$ cat src/rtl/microwave_pkg.sv
// Shared types and default parameters for the microwave front-panel controller.
package microwave_pkg;

    localparam int TIME_W       = 4;
    localparam int TMAX_DEF     = 15;
    localparam int BEEP_CYC_DEF = 8;

    typedef enum logic [1:0] {
        ST_IDLE = 2'd0,
        ST_SET  = 2'd1,
        ST_RUN  = 2'd2,
        ST_DONE = 2'd3
    } state_t;

endpackage

$ cat src/rtl/edge_det.sv
// Registered rising-edge detector: one pulse per low-to-high transition of a level input.
module edge_det (
    input  logic clk,
    input  logic rst,
    input  logic level,
    output logic pulse
);

    logic prev_q;
    logic prev_d;

    always_comb begin
        prev_d = level;
    end

    always_ff @(posedge clk) begin
        if (rst) begin
            prev_q <= 1'b0;
        end else begin
            prev_q <= prev_d;
        end
    end

    assign pulse = level & ~prev_q;

endmodule

$ cat src/rtl/microwave_panel.sv
// Front-panel controller: turns button presses and the door switch into cook time,
// run request and a completion beep for the downstream oven stage.
module microwave_panel
    import microwave_pkg::*;
#(
    parameter int TMAX     = TMAX_DEF,
    parameter int BEEP_CYC = BEEP_CYC_DEF
) (
    input  logic              clk,
    input  logic              rst,
    input  logic              btn_up,
    input  logic              btn_dn,
    input  logic              btn_start,
    input  logic              btn_stop,
    input  logic              door,
    input  logic              p,
    output logic [TIME_W-1:0] tin,
    output logic              r,
    output logic              beep,
    output logic [1:0]        state
);

    localparam int                 CNT_W     = $clog2(BEEP_CYC + 1);
    localparam logic [TIME_W-1:0]  TMAX_T    = TIME_W'(TMAX);
    localparam logic [CNT_W-1:0]   BEEP_LAST = CNT_W'(BEEP_CYC);

    logic up_ev;
    logic dn_ev;
    logic start_ev;
    logic stop_ev;
    logic any_ev;

    edge_det u_up    (.clk(clk), .rst(rst), .level(btn_up),    .pulse(up_ev));
    edge_det u_dn    (.clk(clk), .rst(rst), .level(btn_dn),    .pulse(dn_ev));
    edge_det u_start (.clk(clk), .rst(rst), .level(btn_start), .pulse(start_ev));
    edge_det u_stop  (.clk(clk), .rst(rst), .level(btn_stop),  .pulse(stop_ev));

    assign any_ev = up_ev | dn_ev | start_ev | stop_ev;

    state_t            state_q, state_d;
    logic [TIME_W-1:0] tin_q, tin_d;
    logic              r_q, r_d;
    logic              beep_q, beep_d;
    logic              p_seen_q, p_seen_d;
    logic [CNT_W-1:0]  cnt_q, cnt_d;

    // The highest-priority press selects the action; if that action is ignored
    // in the current state, lower-priority presses do not get a turn.
    always_comb begin
        state_d  = state_q;
        tin_d    = tin_q;
        p_seen_d = 1'b0;
        cnt_d    = '0;

        case (state_q)
            ST_IDLE: begin
                tin_d = '0;
                if (!stop_ev && !start_ev && up_ev) begin
                    tin_d   = TIME_W'(1);
                    state_d = ST_SET;
                end
            end

            ST_SET: begin
                if (stop_ev) begin
                    tin_d   = '0;
                    state_d = ST_IDLE;
                end else if (start_ev) begin
                    if (!door) begin
                        state_d = ST_RUN;
                    end
                end else if (up_ev) begin
                    if (tin_q < TMAX_T) begin
                        tin_d = tin_q + TIME_W'(1);
                    end
                end else if (dn_ev) begin
                    if (tin_q <= TIME_W'(1)) begin
                        tin_d   = '0;
                        state_d = ST_IDLE;
                    end else begin
                        tin_d = tin_q - TIME_W'(1);
                    end
                end
            end

            ST_RUN: begin
                // Pause beats completion when both happen in the same cycle.
                if (stop_ev || door) begin
                    state_d = ST_SET;
                end else if (p_seen_q && !p) begin
                    tin_d   = '0;
                    cnt_d   = CNT_W'(1);
                    state_d = ST_DONE;
                end else begin
                    p_seen_d = p_seen_q | p;
                end
            end

            ST_DONE: begin
                tin_d = '0;
                if (any_ev || (cnt_q == BEEP_LAST)) begin
                    state_d = ST_IDLE;
                end else begin
                    cnt_d = cnt_q + CNT_W'(1);
                end
            end

            default: begin
                tin_d   = '0;
                state_d = ST_IDLE;
            end
        endcase

        r_d    = (state_d == ST_RUN);
        beep_d = (state_d == ST_DONE);
    end

    always_ff @(posedge clk) begin
        if (rst) begin
            state_q  <= ST_IDLE;
            tin_q    <= '0;
            r_q      <= 1'b0;
            beep_q   <= 1'b0;
            p_seen_q <= 1'b0;
            cnt_q    <= '0;
        end else begin
            state_q  <= state_d;
            tin_q    <= tin_d;
            r_q      <= r_d;
            beep_q   <= beep_d;
            p_seen_q <= p_seen_d;
            cnt_q    <= cnt_d;
        end
    end

    assign tin   = tin_q;
    assign r     = r_q;
    assign beep  = beep_q;
    assign state = state_q;

endmodule

$ cat config.mk
export PLATFORM = sky130hd
export DESIGN_NAME = microwave_panel
export DESIGN_NICKNAME = d
export VERILOG_FILES = /design/src/rtl/microwave_pkg.sv /design/src/rtl/edge_det.sv /design/src/rtl/microwave_panel.sv
export SDC_FILE = /design/constraint.sdc
export NUM_CORES = 1
export LEC_CHECK = 0
export ABC_CLOCK_PERIOD_IN_PS = 2400
export BUFFER_PORTS_ARGS = -buffer_cell sky130_fd_sc_hd__buf_4
export CAP_MARGIN = 20
export CORE_ASPECT_RATIO = 1.2
export CORE_MARGIN = 4
export CORE_UTILIZATION = 55
export CTS_BUF_LIST = sky130_fd_sc_hd__clkbuf_2
export CTS_CLUSTER_DIAMETER = 100
export DETAILED_ROUTE_END_ITERATION = 7
export PLACE_DENSITY = 0.79
export RECOVER_POWER = 50
export SETUP_SLACK_MARGIN = 0.5
export SKIP_CTS_REPAIR_TIMING = 1
export SLEW_MARGIN = 20
export SYNTH_ARGS = -nofsm -noshare
export SYNTH_HDL_FRONTEND = slang
export SYNTH_HIERARCHICAL = 1
export SYNTH_SLANG_ARGS = --single-unit
$ cat constraint.sdc
create_clock -name clk -period 2.4 [get_ports clk]
set_input_delay 0.36 -clock clk [delete_from_list [all_inputs] [get_ports clk]]
set_output_delay 0.36 -clock clk [all_outputs]
set_load 0.02 [all_outputs]
### After elaboration in Yosys (flattened, before gate mapping)

Index checks and enable logic that the tools add are counted.

| cells by class | value |
|---|---|
| add/subtract/negate cells | 3 |
| $mul | 0 |
| divide/modulo/power cells | 0 |
| magnitude comparators | 2 |
| eq/ne operators | 11 |
| shift-type cells | 0 |
| muxes and demuxes | 25 |
| bitwise operators | 13 |
| reductions and logical operators | 11 |

Operator list:

| operator | count |
|---|---|
| two-way mux 4 bit | 9 |
| two-way mux 2 bit | 10 |
| case mux 4 bit (4 select lines) | 1 |
| adder 4 x 1 -> 4 bit, second input constant | 2 |
| equality test 2 bit, second input constant | 4 |
| != test 4 bit, second input constant | 2 |
| case mux 2 bit (4 select lines) | 1 |
| case mux 4 bit (2 select lines) | 1 |
| NOT 1 bit | 5 |
| AND reduction 5 bit | 1 |
| bitwise AND 1 bit | 4 |
| equality test 4 bit, second input constant | 1 |
| less-or-equal comparator 4 x 1 -> 1 bit, second input constant | 1 |
| less-than comparator 4 bit, second input constant | 1 |
| != test 2 bit, second input constant | 2 |
| OR 1 bit | 4 |
| OR reduction 4 bit | 1 |
| subtractor 4 x 1 -> 4 bit, second input constant | 1 |
| logical AND 1 bit | 3 |
| zero test 1 bit | 3 |
| two-way mux 1 bit | 3 |
| != test 3 bit, second input constant | 1 |
| equality test 2 x 1 -> 1 bit, second input constant | 1 |
| zero test 2 bit | 1 |
| logical OR 1 bit | 2 |

| storage, ports and cells | value |
|---|---|
| flip-flop bits (word level) | 17 |
| bits in latches | 0 |
| bits in writable memories | 0 |
| ROM bits | 0 |
| output and inout bits | 8 |
| logic and storage cells | 75 |
| memories | 0 |

### Longest topological paths before layout

Gate-level depths: netlist of the first run.

| depth | value |
|---|---|
| depth after elaboration | 9 |
| gate-level depth with buffers | 6 |

### Cells and area by module

The synthesis of the first run kept the hierarchy.

By module, submodules not included:

| module | instances | cells each | area each (µm²) | sequential area each (µm²) |
|---|---|---|---|---|
| microwave_panel | 1 | 89 | 793.3 | 260.2 |
| edge_det | 4 | 3 | 47.5 | 20.0 |

### Worst setup path after synthesis of the first run

Ideal clock, no wire load.

| path | value |
|---|---|
| path kind | reg-to-reg |
| from | reg tin_q[0] (netlist: tin[0]) |
| to | reg tin_q[0] (netlist: tin[0]) |
| arrival | 1.596 ns |
| setup slack | 0.719 ns |
| stages on the path, launching flop included | 7 |
| buffers on the path | 0 |
| clock period less this slack | 1.681 ns |
| cell sequence | dfxtp_1 -> inv_1 -> ha_1 -> or2_2 -> a21boi_2 -> a211oi_1 -> a211oi_1 |

| on the way | value |
|---|---|
| longest elaborated chain between the ends | 7 |
| elaborated cells on any way between the ends | 13 |
| those cells by class | add/sub (2); order compare (2); eq/ne (1); mux (7); reduce/logical (1) |

Ends and longest elaborated chain:

| item | line | source |
|---|---|---|
| from (decl) | microwave_panel.sv:41 | `logic [TIME_W-1:0] tin_q, tin_d;` |
| from (signal assigned) | microwave_panel.sv:128 | `tin_q <= tin_d;` |
| subtractor 4 x 1 -> 4 bit / less-or-equal comparator 4 x 1 -> 1 bit (equally long branches) | microwave_panel.sv:81, microwave_panel.sv:77 |  |
| two-way mux 4 bit | microwave_panel.sv:77 | `if (tin_q <= TIME_W'(1)) begin` |
| two-way mux 4 bit | microwave_panel.sv:76 | `end else if (dn_ev) begin` |
| two-way mux 4 bit | microwave_panel.sv:72 | `end else if (up_ev) begin` |
| two-way mux 4 bit | microwave_panel.sv:68 | `end else if (start_ev) begin` |
| two-way mux 4 bit | microwave_panel.sv:65 | `if (stop_ev) begin` |
| case mux 4 bit (4 select lines) | microwave_panel.sv:55 | `case (state_q)` |

Several ways; a longest one is shown, not always the timed one. The select of a mux whose other input is x is not followed.
A chain may end at the register's enable or synchronous reset.

### Final worst setup path of the first run

Same ends and word-level chain as after synthesis.

==> results of run 1 <==
area by class of cell:
cell class / count / share of cell area
multi-input combinational: 76 / 0.551
sequential: 17 / 0.306
timing repair buffer: 15 / 0.0845
inverter: 6 / 0.0203
tap: 18 / 0.0203
clock buffer: 4 / 0.0180
cells by family after synthesis:
kind of cell | after synthesis | synth area share
buffers and inverters | 8 | 0.0318
adder cells (fa/ha/maj) | 5 | 0.0636
XOR/XNOR | 3 | 0.0267
flip-flops | 17 | 0.346
AO/OA/AOI/OAI | 25 | 0.184
AND/OR/NAND/NOR | 43 | 0.347
metrics by stage:
step                      cell area [µm²]  std cells  power, W  setup WS, ns  hold slack [ns]
after floorplan                       983        101  0.000352         0.719            0.424
after global placement               1110        132  0.000374         0.666            0.463
after detailed placement             1110        132  0.000377         0.599            0.501
after CTS                            1130        136  0.000508         0.563            0.263
after global routing                 1110        136  0.000533         0.429            0.237
final                                1110        136  0.000503         0.564            0.272
layout by cell type (no fill, tap or decap), types with 4 or more instances in the layout:
| cell | instances |
|---|---|
| a211oi_1 | 4 |
| clkbuf_1 | 5 |
| ha_1 | 5 |
| a21oi_1 | 6 |
| inv_1 | 6 |
| nand3_1 | 4 |
| buf_4 | 10 |
| nor2_1 | 7 |
| clkbuf_2 | 4 |
| dfxtp_1 | 17 |
| nor2b_4 | 8 |
worst paths after layout:
check	to	cells after the start
max reg2reg	tin[0]	6
max	tin[0]	6
min reg2reg	cnt_q[0]	1
min	u_start/prev_q	2
layer usage:
layer,vias to the layer above,GRT usage
met2,17,0.328
met1,379,0.200
met5,-,0
li1,401,-
met3,8,0.0461
met4,0,0.156
power by group:
part	switching (W)	internal, W	leakage (nW)	total [W]
combinational	0.0000371	0.0000384	0.280	0.0000755
clock	0.0000893	0.0000441	0.0166	0.000133
sequential	0.00000632	0.000288	0.138	0.000294
total	0.000133	0.000371	0.435	0.000503
cell usage after synthesis (2+ instances only):
cell	instances
dfxtp_1	17
nor2b_4	8
nor2_1	7
a21oi_1	6
inv_1	6
ha_1	5
a211oi_1	4
nand3_1	4
nand4_1	3
and2_1	2
nand2b_1	2
nor3b_1	2
o21ai_0	2
o21ai_1	2
o31a_1	2
xnor2_1	2
==> results.md, run 1 <==
* Run status: complete, no violations
* CP max stage cell: dfxtp_1
* Detailed route wirelength on metal3 at just over 80 µm
* Max Clk Rate at approximately 540 MHz
* Initial core utilization at 0.592
* Total number of vias at about 800
* Data arrival, critical path at ~2.1 ns
* Number of global-route vias before repair at between 800 and 900
* Final core utilization at 0.669
* Number of max-cap violations at 0
* Core ar. at 1660 µm²
* CP top delay family: compound AO/OA/AOI/OAI gates
* P&R area growth vs syn at 13.0%
* Sort of element at the end of the critical path: flop
* Pin count of the biggest net entering global routing at 15
* Per-instance average area after synthesis at between 9 and 10 µm²
* Routed length on met2 at 1090 µm
* Worst-margin pin slew at approximately 0.9 ns
* Largest buffer count on any clock path at 2
* Final period util at 0.765
* Number of buffers added on ports at 15
* Post-route met1 wirelength at 773 µm
* Number of warnings issued by yosys at 6
* N_diodes at 0
* Crit Path Class: reg -> reg
* Required time reported for the critical path endpoint at approximately 2.6 ns
* Clock Skew at between 0.002 and 0.003 ns
* Total half-perimeter wirelength after legalization and detailed placement at between 1500 and 2000 µm
* Max layer used: met4
* Sequential cell area fraction in the yosys report at 0.346
* Max-slew violations at 0
* Mapped Area at 983 µm²
* NumNets Final at 132
* Clock period minus final worst setup slack at 1.84 ns
* Reg-to-reg slack, setup at ~0.56 ns
* Clock slew at the register clock pins of the worst setup and hold paths at about 0.16 ns
* Stage delay of the slowest cell on the critical path at between 0.4 and 0.5 ns
* IO Count at 16
* Flip-flop cell with the highest count after synthesis: dfxtp_1
* Initial antenna violation count at 0
* Sum Neg Setup Slack at 0 ns
* Worst slew margin relative to its limit at 0.412
* GRT Residual Overflow at 0
* Flop and latch count out of synthesis at 17
* Gate count after technology mapping at ~100
* Static leakage power at about 0.44 nW
* R2r startpoint: tin[0]
* Synth cell types at 43
* Global-route wire length before repair at between 3000 and 4000 µm
* Worst IR drop on VDD at around 430 µV
* Fill cell total of the finished layout at 144
* TritonCTS clock tree: yes
* Hold Path Origin: btn_start
* Ratio of total power to cell area at around 450 nW/µm²
* Via density per instance at ~5.9
* Number of buffers and inverters on the critical path at 1
* Antenna-violating nets left at 0
* Root cell of the clock tree: clkbuf_2
* Post-detailed-route wirelength per cell at 14.8 µm
* Cell type contributing the most total cell area after synthesis: dfxtp_1
* RSZ-0062 raised after global routing: no
* Critical Path Fanout Max at 7
* DRT iter0 DRCs at 6
* Element type at the critical path start: flop
* H-tree levels at 1
* Number of nets in the synthesized netlist at between 100 and 150
* Critical path cell sequence: inv_1, ha_1, or2_2, a21boi_2, a211oi_1, a211oi_1
* Number of failing hold endpoints at the final stage at 0
* Number of rows created at floorplan at 16
* Gp weighted congestion at slightly below 0.9
* All-Layer GR Usage at 0.195
* Number of flops mapped to enable cells by yosys at 0
* Multi-input gate area in the final layout at roughly 610 µm²
* Die height at around 54 µm
* Source of the critical timing path: tin[0]
* Synth area leaders: dfxtp_1 35%, nor2b_4 11%, ha_1 6.4%, a21oi_1 3.1%, a211oi_1 3.1%
* Cell mode on critical path: a211oi_1
* Fraction of final layout cells with drive strength greater than 1 at 0.254
* Floorplan die area at approximately 2500 µm²
* Detailed Route WL at a little over 2000 µm
* Final setup viols at 0
* Ys async rst share at 0
* Worst hold path class: in -> reg
* TritonCTS sink count at 17
* First-pass DRT Iterations at 4
* Synth top area share at 0.346
* Die outline width at roughly 47 µm
* Number of buffers added by the clock tree synthesis step at 3
* Flip-flop and latch area at between 300 and 400 µm²
* Clock latency on the worst-skew pair at 0.30 ns
* Residual DRC at 0
(Power assumes the default switching activity.)
==> inputs of run 2 (changes only) <==
ABC_CLOCK_PERIOD_IN_PS = 1900   (was 2400)
clock period = 1.9 ns   (was 2.4 ns; I/O delays follow)
==> run 2 against run 1 <==
Against the previous run: register-to-register slack worse by 0.27 ns; worst hold slack lost 0.083 ns; worst setup slack lost 0.27 ns; final cell count grew 2.9%; sequential cell count unchanged; total power up 31%; die area unchanged; critical path depth up 1.
==> results.md, run 2 (synthesized netlist as in run 1, its figures left out) <==
* First-pass DRT Iterations at 4 (unchanged)
* Largest buffer count on any clock path at 2 (unchanged)
* Static leakage power at 0.471 nW (+8.2%)
* Reg-to-reg slack, setup at 0.30 ns (-0.27 ns)
* Stage delay of the slowest cell on the critical path at 0.51 ns (+0.02 ns)
* Worst-margin pin slew at 0.946 ns (+0.0635 ns)
* Leading cell type in the layout, fill and taps excluded: dfxtp_1
* Overall power after layout at 0.000658 W (+31%)
* Number of buffers added by the clock tree synthesis step at 3 (unchanged)
* Critical Path Fanout Max at 6 (-1)
* Number of global-route vias before repair at 769 (-5.5%)
* Hold Crit Endpoint: u_stop/prev_q
* IO Count at 16 (unchanged)
* RSZ-0062 raised after global routing: yes
* Gp weighted congestion at 0.923 (+5.2%)
* Initial core utilization at 0.592 (unchanged)
* Via density per instance at 5.89 (-0.56%)
* Number of buffers and inverters on the critical path at 2 (+1)
* Antenna-violating nets left at 0 (unchanged)
* Floorplan die area at 2530 µm² (unchanged)
* GRT Residual Overflow at 0 (unchanged)
* Final setup viols at 0 (unchanged)
* P&R area growth vs syn at 24.4%
* Worst slew margin relative to its limit at 0.369 (-0.0423)
* Fraction of final layout cells with drive strength greater than 1 at 0.385 (+0.131)
* Most frequent cells in the layout: 14 x dfxtp_1, 12 x buf_4, 8 x nor2b_4, 6 x nor2_1, 6 x a21oi_1
* Max layer used: met4
* Max Clk Rate at 624 MHz (+15%)
* NumNets Final at 136 (+3.0%)
* Number of rows created at floorplan at 16 (unchanged)
* Ratio of total power to cell area at 538 nW/µm² (+19%)
* Crit Path Class: reg -> reg
* CP top delay family: flip-flops
* Data arrival, critical path at 1.83 ns (-0.22 ns)
* Root cell of the clock tree: clkbuf_2
* R2R cell count at 7 (+1)
* Critical path cell sequence: inv_2, ha_1, or2_4, a21boi_4, buf_6, a211oi_2, o22ai_1
* Core ar. at 1660 µm² (unchanged)
* Clock period minus final worst setup slack at 1.60 ns (-0.233 ns)
* TritonCTS sink count at 17 (unchanged)
* Required time reported for the critical path endpoint at 2.13 ns (-0.49 ns)
* Worst hold path class: in -> reg
* H-tree levels at 1 (unchanged)
* Detailed Route WL at 2110 µm (+4.9%)
* Hold Path Origin: btn_stop
* Pin count of the biggest net entering global routing at 15 (unchanged)
* Element type at the critical path start: flop
* Number of buffers added on ports at 15 (unchanged)
* CP max stage cell: dfxtp_1
* Sum Neg Setup Slack at 0 ns (unchanged)
* Initial antenna violation count at 0 (unchanged)
* Clock Skew at 0.0239 ns (+0.0210 ns)
* Residual DRC at 0 (unchanged)
* Die height at 54.3 µm (unchanged)
* Max-slew violations at 0 (unchanged)
* Number of max-cap violations at 0 (unchanged)
* Final period util at 0.844 (+0.0788)
* Post-detailed-route wirelength per cell at 15.1 µm (+1.9%)
* All-Layer GR Usage at 0.177 (-0.0172)
* DRT iter0 DRCs at 22 (+16)
* Global-route wire length before repair at 3220 µm (-6.8%)
* Reg-to-reg endpoint: tin[3]
* Total half-perimeter wirelength after legalization and detailed placement at 1460 µm (-6.1%)
* Clock latency on the worst-skew pair at 0.32 ns (+0.02 ns)
* Detailed route wirelength on metal3 at 65 µm (-22%)
* Run status: complete, no violations
* Clock slew at the register clock pins of the worst setup and hold paths at 0.19 ns (+0.03 ns)
* Die outline width at 46.6 µm (unchanged)
* Sort of element at the end of the critical path: flop
* TritonCTS clock tree: yes
* R2r startpoint: tin[1]
* Post-route met1 wirelength at 889 µm (+15%)
* N_diodes at 0 (unchanged)
* Routed length on met2 at 1100 µm (+1.2%)
* Number of failing hold endpoints at the final stage at 0 (unchanged)
* Worst IR drop on VDD at 466 µV (+9.4%)
* Total number of vias at 824 (+2.4%)
* Hold Path Depth at 2 (unchanged)
-- run 2: cell types whose count changed in the layout (fill, tap and decap cells not counted), sizes merged --
cell,previous run,this run
buf,10,14
clkbuf,9,8
clkinv,0,1
-- run 2: through the flow --
| step | cells | area [µm²] | util | hold slack (ns) | setup WS, ns |
|---|---|---|---|---|---|
| 2_1_floorplan | 101 | 1010 | - | 0.349 | 0.472 |
| 3_3_place_gp | 132 | 1130 | 0.678 | 0.474 | 0.362 |
| 3_5_place_dp | 132 | 1130 | 0.678 | 0.469 | 0.346 |
| 4_1_cts | 136 | 1150 | 0.691 | 0.189 | 0.352 |
| 5_1_grt | 140 | 1220 | 0.736 | 0.167 | 0.209 |
| 6_report | 140 | 1220 | 0.736 | 0.189 | 0.297 |
-- run 2: how the worst max path moves through the flow --
| stage | startpoint | endpoint | slack, ns | cells past startpoint |
|---|---|---|---|---|
| finish | tin[1] | tin[3] | 0.30 | 7 |
| global route | tin[1] | tin[3] | 0.21 | 7 |
| CTS | tin[0] | tin[0] | 0.35 | 6 |
| detailed placement | btn_up | tin[0] | 0.35 | 6 |
| global placement | btn_up | r | 0.36 | 6 |
| floorplan | tin[0] | tin[0] | 0.47 | 6 |
-- run 2: area by class of cell --
cell class / count / area (µm²)
timing repair buffer: 19 / 140
multi-input combinational: 76 / 672
clock buffer: 3 / 15.0
sequential: 17 / 347
clock inverter: 1 / 5.00
fill: 134 / 438
tap: 18 / 22.5
inverter: 6 / 22.5
-- run 2: where the power goes --
part | switching [W] | internal (W) | total, W
sequential | 0.00000902 | 0.000364 | 0.000373
clock | 0.000122 | 0.0000476 | 0.000170
combinational | 0.0000547 | 0.0000601 | 0.000115
-- run 2: routing by layer --
layer	track usage	up-vias
met5	0	-
met4	0.0900	0
met3	0.0395	8
met2	0.303	16
met1	0.203	391
li1	-	409
==> inputs of run 3 (changes only) <==
ABC_CLOCK_PERIOD_IN_PS = 1500   (was 1900)
clock period = 1.5 ns   (was 1.9 ns; I/O delays follow)
==> run 3 against run 2 <==
Against the previous run: the run now ends with negative setup slack left; fmax rose by 5.0%; critical path depth decreased by 3; design area up 13%; critical path type unchanged; highest routed layer unchanged.
==> results.md, run 3 (synthesized netlist as in run 1, its figures left out) <==
* Critical Path Fanout Max at 7 (+1)
* Count of non-filler cells in the finished layout at 150 (+7.1%)
* Worst hold path class: in -> reg
* Number of buffers added on ports at 15 (unchanged)
* Max Clk Rate at 655 MHz (+5.0%)
* Final setup viols at 2 (+2)
* Antenna-violating nets left at 0 (unchanged)
* TritonCTS clock tree: yes
* Initial core utilization at 0.592 (unchanged)
* IO Count at 16 (unchanged)
* Critical path cell sequence: or4_4, and2_4, a211oi_2, o22ai_1
* Number of buffers added by the clock tree synthesis step at 3 (unchanged)
* Number of max-cap violations at 0 (unchanged)
* Pin count of the biggest net entering global routing at 15 (unchanged)
* Via density per instance at 5.89 (about the same)
* Final WS setup at -0.0270 ns (-0.324 ns)
* Leading cell type in the layout, fill and taps excluded: buf_4
* Core ar. at 1660 µm² (unchanged)
* Number of failing hold endpoints at the final stage at 0 (unchanged)
* Stage delay of the slowest cell on the critical path at 0.54 ns (+0.03 ns)
* CP max stage cell: or4_4
* Most frequent cells in the layout: 20 x buf_4, 9 x buf_6, 8 x dfxtp_1, 8 x nor2b_4
* Data arrival, critical path at 1.74 ns (-0.09 ns)
* Element type at the critical path start: flop
* Worst-margin pin slew at 0.268 ns (-0.678 ns)
* Floorplan die area at 2530 µm² (unchanged)
* Worst slew margin relative to its limit at 0.821 (+0.452)
* Clock slew at the register clock pins of the worst setup and hold paths at 0.17 ns (-0.02 ns)
* Run status: complete, but fails checks
* Clock Skew at 0.00880 ns (-0.0151 ns)
* Post-detailed-route wirelength per cell at 16.4 µm (+8.5%)
* NumNets Final at 146 (+7.4%)
* Root cell of the clock tree: clkbuf_2
* Die height at 54.3 µm (unchanged)
* Clock period minus final worst setup slack at 1.53 ns (-0.0761 ns)
* H-tree levels at 1 (unchanged)
* RSZ-0062 raised after global routing: yes
* Total number of vias at 883 (+7.2%)
* P&R area growth vs syn at 40.3%
* Sum Neg Setup Slack at -0.0356 ns (-0.0356 ns)
* Crit Path Class: reg -> reg
* N_diodes at 0 (unchanged)
* Worst setup timing slack at the placement stage at -0.0317 ns (-0.378 ns)
* TritonCTS sink count at 17 (unchanged)
* Gp weighted congestion at 0.805 (-13%)
* First-pass DRT Iterations at 4 (unchanged)
* Largest buffer count on any clock path at 2 (unchanged)
* Sort of element at the end of the critical path: flop
* GRT Residual Overflow at 0 (unchanged)
* Number of global-route vias before repair at 818 (+6.4%)
* Initial antenna violation count at 0 (unchanged)
* Worst IR drop on VDD at 688 µV (+48%)
* Violations in the final reports: negative setup slack
* Fraction of final layout cells with drive strength greater than 1 at 0.576 (+0.191)
* Clock latency on the worst-skew pair at 0.32 ns (about the same)
* Required time reported for the critical path endpoint at 1.71 ns (-0.42 ns)
* Global-route wire length before repair at 3350 µm (+3.8%)
* Post-placement cell count at 136 (+3.0%)
* All-Layer GR Usage at 0.186 (+0.00836)
* Static leakage power at 0.547 nW (+16%)
* Max-slew violations at 0 (unchanged)
* Detailed Route WL at 2450 µm (+16%)
* Die outline width at 46.6 µm (unchanged)
* Ratio of total power to cell area at 622 nW/µm² (+16%)
* DRT iter0 DRCs at 28 (+27%)
* Residual DRC at 0 (unchanged)
* Total half-perimeter wirelength after legalization and detailed placement at 1570 µm (+7.8%)
* Final period util at 1.02 (+0.174)
* Number of rows created at floorplan at 16 (unchanged)
run 3: cell types whose count changed in the layout (fill, tap and decap cells not counted), moves of 2 or more:
cell,before,now
dfxtp_1,14,8
dfxtp_2,2,6
nor2_1,6,3
buf_6,1,9
nor2_2,1,3
buf_4,12,20
dfxtp_4,1,3
clkbuf_1,5,0
run 3: routing by layer:
| metal | up-vias | global-route usage | wire [µm] |
|---|---|---|---|
| met4 | 0 | 0.0900 | 67 |
| met3 | 10 | 0.0461 | 114 |
| met5 | - | 0 | 0 |
| met2 | 30 | 0.319 | 1220 |
| met1 | 418 | 0.210 | 1050 |
| li1 | 425 | - | - |
run 3: path summary, 6_finish.rpt:
path         slack, ns             end      start  cells after the start
min reg2reg       0.56          tin[1]     tin[1]                      2
max              -0.03          tin[3]     tin[0]                      4
max reg2reg      -0.03          tin[3]     tin[0]                      4
min               0.12  u_start/prev_q  btn_start                      2
run 3: through the flow:
step                total power [W]  hold slack (ns)   util  cell area [µm²]
detailed placement         0.000615            0.454  0.716             1190
floorplan                  0.000572            0.282      -             1040
finish                     0.000858            0.122  0.831             1380
global placement           0.000610            0.448  0.716             1190
CTS                        0.000826            0.134  0.728             1210
global route               0.000888            0.115  0.831             1380
run 3: layout make-up:
cell class	instances	area, µm²
tap	18	22.5
timing repair buffer	29	251
multi-input combinational	76	704
fill	109	282
sequential	17	359
clock inverter	1	5.00
inverter	6	22.5
clock buffer	3	15.0
run 3: worst max-delay path, delay by kind of cell, from the launching register on:
kind / cells / cell delay (ns)
DFF: 1 / 0.41
AOI/OAI and AO/OA: 2 / 0.31
and+or+nand+nor: 2 / 0.70
run 3: power by group:
group	switching, W	total [W]	leakage (nW)	internal, W
registers	0.0000113	0.000469	0.143	0.000458
logic	0.0000782	0.000166	0.388	0.0000874
clock network	0.000163	0.000223	0.0164	0.0000604
